## src/rtl/rc4_engine.sv

```systemverilog
// RC4 decrypt engine: S-array init, key schedule, then PRGA decrypt of E ROM into D RAM.
// Latency: done pulses 1537 + 8*MSG_LEN cycles after start is accepted (DONE cycle included).
// Backpressure: none; start is sampled only in IDLE, and start while busy is dropped.
// Ports: clk/reset_n; start/key in, busy/done/ok out; S RAM (s_addr/s_wdata/s_wren/s_q),
//        E ROM (e_addr/e_q), D RAM (d_addr/d_wdata/d_wren). All memories have 1-cycle read latency.
// Optional: define RC4_ASCII_CHECK_EN to abort on the first decrypted byte outside a..z / space (ok=0).
module rc4_engine #(
  parameter int KEY_BYTES = 3,
  parameter int MSG_LEN   = 32,
  parameter int MSG_AW    = 5
) (
  input  logic                   clk,
  input  logic                   reset_n,
  input  logic                   start,
  input  logic [8*KEY_BYTES-1:0] key,
  output logic                   busy,
  output logic                   done,
  output logic                   ok,
  output logic [7:0]             s_addr,
  output logic [7:0]             s_wdata,
  output logic                   s_wren,
  input  logic [7:0]             s_q,
  output logic [MSG_AW-1:0]      e_addr,
  input  logic [7:0]             e_q,
  output logic [MSG_AW-1:0]      d_addr,
  output logic [7:0]             d_wdata,
  output logic                   d_wren
);

  localparam int             KBW     = (KEY_BYTES > 1) ? $clog2(KEY_BYTES) : 1;
  localparam logic [KBW-1:0] KB_LAST = KBW'(KEY_BYTES - 1);
  localparam logic [8:0]     K_LAST  = 9'(MSG_LEN - 1);

  typedef enum logic [3:0] {
    IDLE, INIT,
    K_RDI, K_RDJ, K_CAPJ, K_WRI, K_WRJ,
    P_RDI, P_RDJ, P_CAPJ, P_WRI, P_WRJ, P_RDF, P_CAPF, P_WRD,
    DONE
  } state_t;

  state_t                 state_q, state_d;
  logic [7:0]             i_q, i_d, j_q, j_d;
  logic [7:0]             si_q, si_d, sj_q, sj_d;
  logic [7:0]             fe_q, fe_d;       // keystream byte XOR cipher byte
  logic [8:0]             k_q, k_d;         // 9 bits so MSG_LEN=256 terminates cleanly
  logic [KBW-1:0]         kb_q, kb_d;
  logic [8*KEY_BYTES-1:0] key_q, key_d;
  logic [7:0]             key_byte;

  // Byte kb of the key; byte 0 sits in the most significant position.
  assign key_byte = 8'(key_q >> (8 * (KEY_BYTES - 1 - int'(kb_q))));

`ifdef RC4_ASCII_CHECK_EN
  logic ok_q, ok_d;

  function automatic logic is_text(input logic [7:0] b);
    return ((b >= 8'h61) && (b <= 8'h7A)) || (b == 8'h20);
  endfunction

  assign ok = (state_q == DONE) && ok_q;
`else
  assign ok = (state_q == DONE);
`endif

  assign busy = (state_q != IDLE);
  assign done = (state_q == DONE);

  always_comb begin
    state_d = state_q;
    i_d     = i_q;
    j_d     = j_q;
    si_d    = si_q;
    sj_d    = sj_q;
    fe_d    = fe_q;
    k_d     = k_q;
    kb_d    = kb_q;
    key_d   = key_q;
`ifdef RC4_ASCII_CHECK_EN
    ok_d    = ok_q;
`endif
    s_addr  = 8'h00;
    s_wdata = 8'h00;
    s_wren  = 1'b0;
    e_addr  = '0;
    d_addr  = '0;
    d_wdata = 8'h00;
    d_wren  = 1'b0;

    unique case (state_q)
      IDLE: begin
        if (start) begin
          state_d = INIT;
          key_d   = key;
          i_d     = 8'h00;
          j_d     = 8'h00;
          k_d     = 9'h000;
          kb_d    = '0;
`ifdef RC4_ASCII_CHECK_EN
          ok_d    = 1'b1;
`endif
        end
      end
      INIT: begin
        s_addr  = i_q;
        s_wdata = i_q;
        s_wren  = 1'b1;
        i_d     = i_q + 8'd1;           // wraps to 0 for the key schedule
        if (i_q == 8'hFF) state_d = K_RDI;
      end
      K_RDI: begin
        s_addr  = i_q;
        state_d = K_RDJ;
      end
      K_RDJ: begin
        // s_q carries S[i] this cycle; the new j is used as read address straight away.
        si_d    = s_q;
        j_d     = j_q + s_q + key_byte;
        s_addr  = j_d;
        state_d = K_CAPJ;
      end
      K_CAPJ: begin
        sj_d    = s_q;
        state_d = K_WRI;
      end
      K_WRI: begin
        s_addr  = i_q;
        s_wdata = sj_q;
        s_wren  = 1'b1;
        state_d = K_WRJ;
      end
      K_WRJ: begin
        // Writing S[j] last keeps i==j correct: both writes carry the same value.
        s_addr  = j_q;
        s_wdata = si_q;
        s_wren  = 1'b1;
        i_d     = i_q + 8'd1;
        kb_d    = (kb_q == KB_LAST) ? '0 : kb_q + 1'b1;
        if (i_q == 8'hFF) begin
          state_d = P_RDI;
          j_d     = 8'h00;
          k_d     = 9'h000;
        end else begin
          state_d = K_RDI;
        end
      end
      P_RDI: begin
        i_d     = i_q + 8'd1;
        s_addr  = i_d;
        state_d = P_RDJ;
      end
      P_RDJ: begin
        si_d    = s_q;
        j_d     = j_q + s_q;
        s_addr  = j_d;
        state_d = P_CAPJ;
      end
      P_CAPJ: begin
        sj_d    = s_q;
        state_d = P_WRI;
      end
      P_WRI: begin
        s_addr  = i_q;
        s_wdata = sj_q;
        s_wren  = 1'b1;
        state_d = P_WRJ;
      end
      P_WRJ: begin
        s_addr  = j_q;
        s_wdata = si_q;
        s_wren  = 1'b1;
        state_d = P_RDF;
      end
      P_RDF: begin
        s_addr  = si_q + sj_q;
        e_addr  = k_q[MSG_AW-1:0];
        state_d = P_CAPF;
      end
      P_CAPF: begin
        fe_d    = s_q ^ e_q;
        state_d = P_WRD;
      end
      P_WRD: begin
        d_addr  = k_q[MSG_AW-1:0];
        d_wdata = fe_q;
        d_wren  = 1'b1;
        k_d     = k_q + 9'd1;
        state_d = (k_q == K_LAST) ? DONE : P_RDI;
`ifdef RC4_ASCII_CHECK_EN
        if (!is_text(fe_q)) begin
          ok_d    = 1'b0;
          state_d = DONE;
        end
`endif
      end
      DONE: state_d = IDLE;
      default: state_d = IDLE;
    endcase
  end

  always_ff @(posedge clk or negedge reset_n) begin
    if (!reset_n) begin
      state_q <= IDLE;
      i_q     <= 8'h00;
      j_q     <= 8'h00;
      si_q    <= 8'h00;
      sj_q    <= 8'h00;
      fe_q    <= 8'h00;
      k_q     <= 9'h000;
      kb_q    <= '0;
      key_q   <= '0;
`ifdef RC4_ASCII_CHECK_EN
      ok_q    <= 1'b0;
`endif
    end else begin
      state_q <= state_d;
      i_q     <= i_d;
      j_q     <= j_d;
      si_q    <= si_d;
      sj_q    <= sj_d;
      fe_q    <= fe_d;
      k_q     <= k_d;
      kb_q    <= kb_d;
      key_q   <= key_d;
`ifdef RC4_ASCII_CHECK_EN
      ok_q    <= ok_d;
`endif
    end
  end

endmodule

```

## config.mk

```make
export PLATFORM = sky130hd
export DESIGN_NAME = rc4_engine
export DESIGN_NICKNAME = d
export VERILOG_FILES = /design/src/rtl/rc4_engine.sv
export SDC_FILE = /design/constraint.sdc
export NUM_CORES = 1
export LEC_CHECK = 0
export CAP_MARGIN = 20
export CORE_ASPECT_RATIO = 0.6
export CORE_MARGIN = 2
export CORE_UTILIZATION = 55
export DETAILED_ROUTE_END_ITERATION = 10
export PLACE_DENSITY = 0.79
export SLEW_MARGIN = 5
export SYNTH_ARGS = -nofsm -noshare
export SYNTH_HDL_FRONTEND = slang
export SYNTH_SLANG_ARGS = --single-unit
```

## constraint.sdc

```tcl
create_clock -name clk -period 5.45 [get_ports clk]
set_input_delay 0.8175 -clock clk [delete_from_list [all_inputs] [get_ports clk]]
set_output_delay 0.8175 -clock clk [all_outputs]
set_load 0.01 [all_outputs]
```

; After elaboration in Yosys (flattened, before gate mapping)
; Cells that the tools add are included.
[word_totals]
ff_bits = 79
in_bits = 43
output_inout_bits = 39
word_cells = 80
[classes]
addsub = 7
n_eq_ne = 21
shift = 1
n_mux = 22
n_bitwise = 1
reduce_logical = 19
[ops]
columns = op, count
row1 = case mux 4 bit (16 select lines), 1
row2 = case mux 8 bit (6 select lines), 1
row3 = "equality test 4 bit, second input constant", 8
row4 = case mux 8 bit (4 select lines), 1
row5 = right shift 24 x 32 -> 8 bit, 1
row6 = case mux 9 bit (3 select lines), 1
row7 = adder 8 bit, 3
row8 = two-way mux 8 bit, 3
row9 = case mux 8 bit (3 select lines), 1
row10 = two-way mux 9 bit, 2
row11 = "equality test 4 x 3 -> 1 bit, second input constant", 4
row12 = case mux 8 bit (2 select lines), 1
row13 = two-way mux 4 bit, 3
row14 = two-way mux 5 bit, 2
row15 = "adder 9 x 1 -> 9 bit, second input constant", 1
row16 = "equality test 9 x 5 -> 1 bit, second input constant", 1
row17 = "adder 8 x 1 -> 8 bit, second input constant", 1
row18 = "equality test 4 x 2 -> 1 bit, second input constant", 2
row19 = "equality test 8 bit, second input constant", 1
row20 = AND reduction 2 bit, 4
row21 = nonzero test 4 bit, 2
row22 = OR reduction 2 bit, 4
row23 = XOR 8 bit, 1
row24 = "inequality test 2 bit, second input constant", 3
row25 = other kinds (15), 19

; Longest topological paths before layout
; Gate-level depths: netlist (run 1).
[depth]
word_depth = 4
mapped_depth = 15
depth_no_buf = 14

; Worst setup path after synthesis (run 1)
; Ideal clock, no wire load.
[synth_timing]
path_type = input port to output port
startpoint = input port s_q[0]
endpoint = output port s_addr[7]
arrival_ps = 3824
t_required_ps = 4633
path_slack_ps = 808
stages = 13
path_buffers = 0
cell_sequence = ha_1 fa_1 a21o_1 a21oi_1 nor2_1 o311ai_1 ha_1 a2111oi_2 o21ai_1 a211o_1 a31oi_1 mux2i_1 a211o_1
[synth_between]
elab_chain_len = 3
[synth_rtl]
columns = item, line_no
row1 = from (decl), 22  ; input logic [7:0] s_q,
row2 = adder 8 bit *, "117, 153"
row3 = adder 8 bit, 117  ; j_d = j_q + s_q + key_byte;
row4 = case mux 8 bit (6 select lines) *, 89  ; unique case (state_q)
row5 = to (decl), 19  ; output logic [7:0] s_addr,
; Every way passes the cells marked *; elsewhere a longest branch is shown, timed or not.

; Worst setup path after layout (run 1)
; Same ends and word-level chain as after synthesis.

==> impl_metrics.env, run 1 <==
export IMPL_finalCriticalPeriod_ps=5290
export IMPL_dr_wl_met3_um=1340
export IMPL_crit_path_start_kind="input port"
export IMPL_num_rows=27
export IMPL_finalSetupViolCount=0
export IMPL_dp_cells=745
export IMPL_diodes=0
export IMPL_fmaxAchievable_mhz=189
export IMPL_die_w_um=130
export IMPL_cts_path_max_buffers=2
export IMPL_power_leakage_nw=2.87
export IMPL_grt_pass1_vias=4490
export IMPL_vias=4589
export IMPL_synth_edf_count=0
export IMPL_drc=0
export IMPL_syn_avg_cell_area_um2=9.59
export IMPL_hold_viol_final=0
export IMPL_fin_ws_ps=159
export IMPL_crit_path_end_kind="output pin"
export IMPL_place_congestion=0.926
export IMPL_worst_path_stages=18
export IMPL_top_layer="met4"
export IMPL_routed_wirelength_um=14100
export IMPL_clkPwrFrac=0.134
export IMPL_drv_slew=0
export IMPL_drt_met1_wl_um=6270
export IMPL_ir_worst_vdd_v=0.000356
export IMPL_crit_required_ps=4630
export IMPL_wl_per_cell_um=18.4
export IMPL_cp_data_arrival_time_ps=4470
export IMPL_synthArstFlopShare=1.00
export IMPL_gr_total_overflow=0
export IMPL_ys_flop_type="dfrtp_1"
export IMPL_cts_tree="done"
export IMPL_nFillCells=684
export IMPL_critPathBufInv=5
export IMPL_grt_pass1_wl_um=22700
export IMPL_dp_hpwl_um=10400
export IMPL_path_max_fanout=3
export IMPL_drive_gt1_frac=0.131
export IMPL_status="finished, final reports clean"
export IMPL_clock_sinks=79
export IMPL_p_per_area_nw_per_um2=624
export IMPL_cts_hold_buf=0
export IMPL_finalPower_mw=4.06
export IMPL_grt_total_usage=0.289
export IMPL_clkLatencyLatePin_ps=340
export IMPL_drt_vias_per_instance=6.01
export IMPL_cp_top_family="compound AO/OA/AOI/OAI gates"
export IMPL_die_y_um=79.5
export IMPL_hold_path_class="input port to async pin"
export IMPL_antenna_left=0
export IMPL_path_common_cell="buf_4"
export IMPL_tightest_slew_ps=995
export IMPL_io_pin_count=82
export IMPL_grt_max_degree=80
export IMPL_path_cells="clkdlybuf4s50_1 -> ha_2 -> fa_2 -> a21o_1 -> a21oi_1 -> buf_4 -> or4b_1 -> o311ai_2 -> ha_1 -> buf_4 -> buf_4 -> o21ai_0 -> o21bai_1 -> a211o_1 -> a31oi_1 -> mux2i_1 -> a211o_1 -> clkbuf_2"
export IMPL_start_util=0.568
export IMPL_fin_crit_sh=0.971
export IMPL_root_buffer="clkbuf_16"
export IMPL_route_met2_wl_um=6230
export IMPL_max_slew_margin=0.332
export IMPL_finalNonFillerCells=764
export IMPL_h_tree_depth=3
export IMPL_die_area_um2=10300
export IMPL_pre_cts_ws_ps=-319
export IMPL_io_buffers=81
export IMPL_synthCells=544
export IMPL_synth_seq_area_share=0.379
export IMPL_ys_types=70
export IMPL_internal_power_mw=2.31
export IMPL_synthesis_area_um2=5220
export IMPL_cts_buffers=9
export IMPL_ff2ff_path_depth=12
export IMPL_ys_warn_count=0
export IMPL_nNetsFinal=704
export IMPL_pwr_share_seq=0.265
export IMPL_clkTransAtPathRegs_ps=60
export IMPL_rsz0062_at_grt="no"
export IMPL_path_class="input port to output pin"
export IMPL_first_iter_violations=472
export IMPL_critPathMaxStageDelay_ps=520
export IMPL_swShare=0.432
export IMPL_clock_skew_ps=5.95
export IMPL_core_area_um2=9190
export IMPL_combPwrFrac=0.601
export IMPL_maxCapViolations=0
export IMPL_switching_power_mw=1.75
export IMPL_syn_nets=616
export IMPL_first_pass_iters=10
export IMPL_antenna_found_initial=0
export IMPL_areaGrowthSynthToFinish_pct=24.8
export IMPL_ys_seq_elements=79
export IMPL_cpMaxStageDelayCell="or4b_1"
logic make-up (layout without fill, tap and decap cells):
family          Yosys count  in the layout  share of synthesized area
simple gates            156            156                      0.158
compound gates          134            134                      0.173
flops                    79             79                      0.379
buf+inv                  62            152                     0.0525
mux                      49             49                      0.104
xor+xnor                 35             35                     0.0602
fa+ha+maj                29             29                     0.0738
cell usage after synthesis, drive strengths merged, types with 3 or more instances:
master,instances,area share
xor2,12,0.020
mux2i,8,0.015
inv,32,0.023
nor3,11,0.015
o21bai,5,0.0072
xnor2,23,0.040
o21ai,42,0.040
nand2b,6,0.012
nor2,39,0.029
nor2b,4,0.0048
mux2,41,0.088
dfrtp,79,0.38
a222oi,9,0.017
ha,26,0.062
o211ai,3,0.0043
a22oi,7,0.010
or3,5,0.0060
o31ai,4,0.0058
nand4,4,0.0048
nand2,47,0.034
fa,3,0.012
o22ai,6,0.0072
nand3,10,0.011
nor4,3,0.0065
o2111ai,3,0.0050
a21oi,24,0.024
and2,16,0.019
clkbuf,9,0.0065
a21o,7,0.010
buf,21,0.023
state kept, by name, indices dropped and copies added, names as in the netlist:
signal	cells
k_q	9
si_q	8
i_q	8
state_q	4
key_q	24
kb_q	2
sj_q	8
j_q	8
fe_q	8
what timing repair did:
item | in CTS | in global routing
resized for setup | 2 | 4
setup endpoints to repair | 1 | 1
setup buffers | 2 | 2
pin swaps | 2 | 5
power by group through the flow:
stage | Sequential (mW) | Combinational, mW | Clock [mW]
2_1_floorplan | 0.953 | 1.71 | 0
3_3_place_gp | 1.06 | 2.21 | 0
3_5_place_dp | 1.08 | 2.27 | 0
4_1_cts | 1.07 | 2.34 | 0.549
5_1_grt | 1.11 | 2.65 | 0.573
6_report | 1.08 | 2.44 | 0.544
per-layer routing:
metal | global-route usage | vias to the layer above
li1 | - | 2114
met1 | 0.396 | 2230
met2 | 0.436 | 218
met3 | 0.0938 | 27
met4 | 0.0882 | 0
met5 | 0 | -
final timing paths:
kind	startpoint	end	slack (ps)
max	s_q[0]	s_addr[7]	160
min in group clk	fe_q[3]$_DFFE_PN0P_	fe_q[3]$_DFFE_PN0P_	480
max reg2reg	kb_q[1]$_DFFE_PN0P_	j_q[7]$_DFFE_PN0P_	1840
min	reset_n	key_q[17]$_DFFE_PN0P_	320
min reg2reg	fe_q[3]$_DFFE_PN0P_	fe_q[3]$_DFFE_PN0P_	480
max in group asynchronous	reset_n	k_q[0]$_DFFE_PN0P_	4550
cell usage in the layout (no fill, tap or decap), types with 4 or more instances in the layout:
cell / synthesis / layout
nand3_1: 9 / 9
o21ai_1: 24 / 24
nor2_1: 38 / 38
mux2_2: 26 / 26
nand2_1: 47 / 47
a22oi_1: 7 / 7
nor3_1: 9 / 9
o31ai_1: 4 / 4
a21oi_1: 22 / 22
clkbuf_16: 0 / 9
xor2_1: 12 / 12
a21o_1: 7 / 7
and2_1: 15 / 15
o22ai_1: 6 / 6
buf_4: 4 / 25
clkdlybuf4s50_1: 0 / 79
inv_1: 31 / 31
nor2b_1: 4 / 4
a222oi_1: 9 / 9
xnor2_1: 22 / 22
dfrtp_1: 79 / 79
o21bai_1: 5 / 5
mux2i_1: 8 / 8
mux2_1: 15 / 15
ha_1: 26 / 25
nand4_1: 4 / 4
o21ai_0: 18 / 18
or3_1: 5 / 5
through the flow:
step                instance area (um^2)  hold slack (ps)  setup TNS (ps)  utilization
floorplan                           5220              447               0            -
global placement                    6190              461            -237        0.673
detailed placement                  6190              468            -319        0.673
CTS                                 6460              480               0        0.703
global route                        6510              319               0        0.709
finish                              6510              315               0        0.709
area by class of cell:
cell class,instances,area [um^2],area share
multi-input combinational,403,2980,0.458
tap,130,163,0.0250
timing repair buffer,107,1020,0.156
clock inverter,2,10.0,0.00154
sequential,79,1980,0.304
clock buffer,11,243,0.0373
inverter,32,120,0.0184
Power figures use the tool's default switching activity.
==> run 2: changes to the inputs <==
==> constraint.sdc (replaced) <==
create_clock -name clk -period 5.45 [get_ports clk]
set_input_delay 1.09 -clock clk [delete_from_list [all_inputs] [get_ports clk]]
set_output_delay 1.09 -clock clk [all_outputs]
set_load 0.01 [all_outputs]
==> run 2 against run 1 <==
Routed wire length is 5.2% higher. Maximum frequency decreased by 2.5%. Register-to-register slack better by 120 ps. Global-route usage increased by 0.68 points. Non-clock buffer count increased by 15. Cell count increased by 2.2%. Largest cell class unchanged. Highest routed layer unchanged.
==> impl_metrics.env, run 2 (synthesis gave the netlist of run 1 again) <==
export IMPL_crit_path_end_kind="output pin"
export IMPL_vias=4644
export IMPL_final_cell_mix="dfrtp_1, clkdlybuf4s50_1, nand2_1"
export IMPL_p_per_area_nw_per_um2=643
export IMPL_r2r_start="kb_q[1]$_DFFE_PN0P_"
export IMPL_nFillCells=665
export IMPL_cpMaxStageDelayCell="or4b_4"
export IMPL_drt_met1_wl_um=6660
export IMPL_nNetsFinal=719
export IMPL_antenna_found_initial=0
export IMPL_fin_crit_sh=0.996
export IMPL_grt_max_degree=80
export IMPL_first_pass_iters=5
export IMPL_core_area_um2=9190
export IMPL_h_tree_depth=3
export IMPL_path_class="input port to output pin"
export IMPL_first_iter_violations=436
export IMPL_dp_hpwl_um=10800
export IMPL_num_rows=27
export IMPL_final_area_um2=6830
export IMPL_antenna_left=0
export IMPL_holdWs_ps=477
export IMPL_cts_buffers=9
export IMPL_routed_wirelength_um=14800
export IMPL_io_buffers=81
export IMPL_areaGrowthSynthToFinish_pct=30.9
export IMPL_grt_total_usage=0.295
export IMPL_pre_cts_ws_ps=-963
export IMPL_rsz0062_at_grt="yes"
export IMPL_cp_data_arrival_time_ps=4340
export IMPL_tightest_slew_ps=1160
export IMPL_top_layer="met4"
export IMPL_path_cells="dlygate4sd2_1 -> ha_1 -> a21oi_2 -> buf_6 -> or4b_4 -> o311ai_4 -> ha_4 -> a2111oi_4 -> o21ai_2 -> a211o_1 -> a31oi_1 -> mux2i_1 -> a211o_1 -> buf_6"
export IMPL_final_common_cell="dfrtp_1"
export IMPL_finalCriticalPeriod_ps=5430
export IMPL_die_area_um2=10300
export IMPL_critPathBufInv=3
export IMPL_ir_worst_vdd_v=0.000350
export IMPL_largest_reg_flops=24
export IMPL_clkLatencyLatePin_ps=340
export IMPL_root_buffer="clkbuf_16"
export IMPL_cp_top_family="compound AO/OA/AOI/OAI gates"
export IMPL_maxCapViolations=0
export IMPL_dp_cells=760
export IMPL_diodes=0
export IMPL_drt_vias_per_instance=5.95
export IMPL_critPathLaunch="s_q[3]"
export IMPL_place_congestion=0.930
export IMPL_crit_path_start_kind="input port"
export IMPL_grt_pass1_vias=4594
export IMPL_finalSetupViolCount=0
export IMPL_critPathMaxStageDelay_ps=540
export IMPL_cts_hold_buf=0
export IMPL_clock_skew_ps=6.96
export IMPL_drc=0
export IMPL_clkTransAtPathRegs_ps=60
export IMPL_route_met2_wl_um=6790
export IMPL_fmaxAchievable_mhz=184
export IMPL_grt_pass1_wl_um=23500
export IMPL_regMostFlops="key_q"
export IMPL_power_leakage_nw=3.03
export IMPL_cts_tree="done"
export IMPL_drive_gt1_frac=0.183
export IMPL_hold_path_class="flop to flop"
export IMPL_dpl_instance_area_um2=6300
export IMPL_crit_required_ps=4360
export IMPL_fin_ws_ps=21.0
export IMPL_hold_viol_final=0
export IMPL_reg_top3="key_q (24), k_q (9)"
export IMPL_wl_per_cell_um=19.0
export IMPL_io_pin_count=82
export IMPL_die_w_um=130
export IMPL_finalNonFillerCells=781
export IMPL_min_from="fe_q[2]$_DFFE_PN0P_"
export IMPL_clock_sinks=79
export IMPL_gr_total_overflow=0
export IMPL_max_slew_margin=0.218
export IMPL_finalPower_mw=4.39
export IMPL_drv_slew=0
export IMPL_start_util=0.568
export IMPL_finalSetupTns_ps=0
export IMPL_postLayoutCoreUtil=0.743
export IMPL_status="finished, final reports clean"
export IMPL_die_y_um=79.5
export IMPL_path_max_fanout=3
export IMPL_cts_path_max_buffers=2
export IMPL_dr_wl_met3_um=1180
run 2: area by class of cell:
cell class	instances	area, um^2	share of cell area
Clock buffer	11	253	0.0370
Timing Repair Buffer	122	1150	0.169
Sequential cell	79	1980	0.289
Tap cell	130	163	0.0238
Inverter	32	120	0.0176
Multi-Input combinational cell	403	3120	0.457
Clock inverter	4	45.0	0.00660
run 2: path summary, 6_finish.rpt:
kind | endpoint | depth (start not counted) | slack [ps]
max reg2reg | j_q[7]$_DFFE_PN0P_ | 13 | 1960
max | s_addr[7] | 14 | 20
min | fe_q[2]$_DFFE_PN0P_ | 2 | 480
max in group asynchronous | i_q[3]$_DFFE_PN0P_ | 2 | 4090
min reg2reg | fe_q[2]$_DFFE_PN0P_ | 2 | 480
min in group asynchronous | key_q[8]$_DFFE_PN0P_ | 1 | 750
run 2: tightest hold or removal path, delay by kind of cell, from the launching register on:
family          cells  cell delay [ps]
compound gates      1               60
flops               1              330
simple gates        1               50
run 2: power breakdown:
part	switching, mW	internal (mW)
clock	0.238	0.375
sequential	0.259	0.830
combinational	1.35	1.33
total	1.85	2.54
run 2: repair_timing:
item	CTS	global route
buffers inserted	3	1
pin swaps	12	11
resized for setup	18	29
endpoints found under the setup margin	4	4
run 2: metal layers:
| layer | vias to the layer above | GRT usage |
|---|---|---|
| met5 | - | 0 |
| met4 | 0 | 0.0731 |
| met3 | 19 | 0.0731 |
| met2 | 194 | 0.460 |
| met1 | 2277 | 0.416 |
| li1 | 2154 | - |
==> run 3: changes to the inputs <==
- GPL_ROUTABILITY_DRIVEN: not set -> 0
- GPL_TIMING_DRIVEN: not set -> 0
==> run 3 against run 2 <==
Flip-flop and latch count stayed put. Largest power group unchanged. Cell count shrank 0.26%. Largest cell class unchanged. Utilization shrank 1.5 points. Combinational power shrank 7%.
==> impl_metrics.env, run 3 (synthesis gave the netlist of run 1 again) <==
export IMPL_status="finished, final reports clean"
export IMPL_path_cells="buf_8 -> ha_4 -> fa_2 -> a21o_1 -> a21oi_4 -> nor2_2 -> o311ai_2 -> ha_1 -> a2111oi_2 -> o21ai_1 -> a211o_1 -> a31oi_1 -> mux2i_1 -> a211o_1 -> buf_2"
export IMPL_first_pass_iters=5
export IMPL_nFillCells=669
export IMPL_power_leakage_nw=2.93
export IMPL_vias=4697
export IMPL_root_buffer="clkbuf_16"
export IMPL_reg_top3="key_q (24), k_q (9)"
export IMPL_core_area_um2=9190
export IMPL_crit_path_end_kind="output pin"
export IMPL_ir_worst_vdd_v=0.000441
export IMPL_multi_input_area_um2=3070
export IMPL_final_common_cell="dfrtp_1"
export IMPL_clock_skew_ps=8.64
export IMPL_path_class="input port to output pin"
export IMPL_crit_path_start_kind="input port"
export IMPL_maxCapViolations=0
export IMPL_rsz0062_at_grt="yes"
export IMPL_h_tree_depth=3
export IMPL_grt_total_usage=0.304
export IMPL_path_common_cell="a211o_1"
export IMPL_clock_sinks=79
export IMPL_cts_tree="done"
export IMPL_antenna_left=0
export IMPL_wl_per_cell_um=18.9
export IMPL_regArea_um2=1980
export IMPL_finalCriticalPeriod_ps=5370
export IMPL_hold_viol_final=0
export IMPL_drt_vias_per_instance=6.03
export IMPL_fin_crit_sh=0.985
export IMPL_nNetsFinal=716
export IMPL_die_w_um=130
export IMPL_antenna_found_initial=0
export IMPL_largest_reg_flops=24
export IMPL_crit_required_ps=4360
export IMPL_first_iter_violations=466
export IMPL_io_pin_count=82
export IMPL_final_cell_mix="dfrtp_1, clkdlybuf4s50_1, nand2_1"
export IMPL_hold_path_depth=2
export IMPL_regMostFlops="key_q"
export IMPL_drv_slew=0
export IMPL_hold_path_class="flop to flop"
export IMPL_areaGrowthSynthToFinish_pct=28.2
export IMPL_start_util=0.568
export IMPL_cts_hold_buf=0
export IMPL_ff2ff_path_depth=16
export IMPL_finalSetupViolCount=0
export IMPL_grt_max_degree=55
export IMPL_num_rows=27
export IMPL_cts_buffers=9
export IMPL_dpl_instance_area_um2=6220
export IMPL_clkLatencyLatePin_ps=340
export IMPL_dp_hpwl_um=10800
export IMPL_p_per_area_nw_per_um2=630
export IMPL_cpMaxStageDelayCell="fa_2"
export IMPL_cp_data_arrival_time_ps=4280
export IMPL_routed_wirelength_um=14800
export IMPL_clkTransAtPathRegs_ps=50
export IMPL_path_max_fanout=4
export IMPL_grt_pass1_wl_um=24000
export IMPL_diodes=0
export IMPL_fmaxAchievable_mhz=186
export IMPL_critPathMaxStageDelay_ps=380
export IMPL_cts_path_max_buffers=2
export IMPL_io_buffers=81
export IMPL_die_area_um2=10300
export IMPL_drc=0
export IMPL_fin_ws_ps=83.8
export IMPL_final_area_um2=6690
export IMPL_drive_gt1_frac=0.153
export IMPL_tightest_slew_ps=1060
export IMPL_gr_total_overflow=0
export IMPL_die_y_um=79.5
export IMPL_pre_cts_ws_ps=-1190
export IMPL_max_slew_margin=0.285
export IMPL_grt_pass1_vias=4557
-- run 3: cell count changes in the layout (fill, tap and decap cells not counted), moves of 3 or more --
| cell | previous run | this run |
|---|---|---|
| buf_2 | 0 | 18 |
| clkbuf_1 | 0 | 11 |
| dlygate4sd2_1 | 2 | 5 |
| clkinv_2 | 3 | 0 |
| dlymetal6s2s_1 | 3 | 0 |
| buf_4 | 39 | 12 |
-- run 3: through the flow --
step	power [mW]	std cells	TNS (ps)	util	hold WS, ps
after floorplan	2.66	544	0	-	447
after global placement	3.23	755	-1430	0.674	463
after detailed placement	3.34	756	-1690	0.677	469
after CTS	4.12	774	0	0.722	482
after global routing	4.50	779	-62.7	0.728	522
final	4.21	779	0	0.728	479
-- run 3: worst paths after layout --
kind	from	endpoint	slack (ps)
min reg2reg	fe_q[6]$_DFFE_PN0P_	fe_q[6]$_DFFE_PN0P_	480
min in group asynchronous	reset_n	j_q[0]$_DFFE_PN0P_	660
max	s_q[0]	s_addr[7]	80
max reg2reg	kb_q[0]$_DFFE_PN0P_	j_q[7]$_DFFE_PN0P_	1750
min	fe_q[6]$_DFFE_PN0P_	fe_q[6]$_DFFE_PN0P_	480
max in group asynchronous	reset_n	sj_q[7]$_DFFE_PN0P_	4200
-- run 3: layout make-up --
class                           count  area share
Inverter                           32      0.0180
Multi-Input combinational cell    403       0.458
Clock buffer                       11      0.0348
Tap cell                          130      0.0243
Buffer                             30      0.0230
Sequential cell                    79       0.295
Timing Repair Buffer               89       0.130
Clock inverter                      5      0.0159
-- run 3: where the power goes --
| part | internal, mW | total, mW | switching [mW] |
|---|---|---|---|
| Combinational | 1.15 | 2.50 | 1.35 |
| Clock | 0.449 | 0.696 | 0.247 |
| Sequential | 0.831 | 1.02 | 0.190 |
-- run 3: routing by layer --
metal / part of all wire / up-vias / global-route usage
li1: - / 2156 / -
met1: 0.45 / 2287 / 0.437
met5: 0 / - / 0
met4: 0.015 / 0 / 0.0742
met3: 0.088 / 21 / 0.0824
met2: 0.44 / 233 / 0.458
-- run 3: repair_timing --
action,4_1_cts,5_1_grt
gates resized for setup,33,7
pin swaps,7,10
setup buffers,2,5
endpoints found under the setup margin,4,4
gates cloned,0,0
-- run 3: critical path, delay by kind of cell --
kind / cells / cell delay [ps]
muxes: 1 / 110
and+or+nand+nor: 1 / 70
AOI/OAI and AO/OA: 8 / 1890
adders and majority gates: 3 / 840
buffers and inverters: 2 / 260
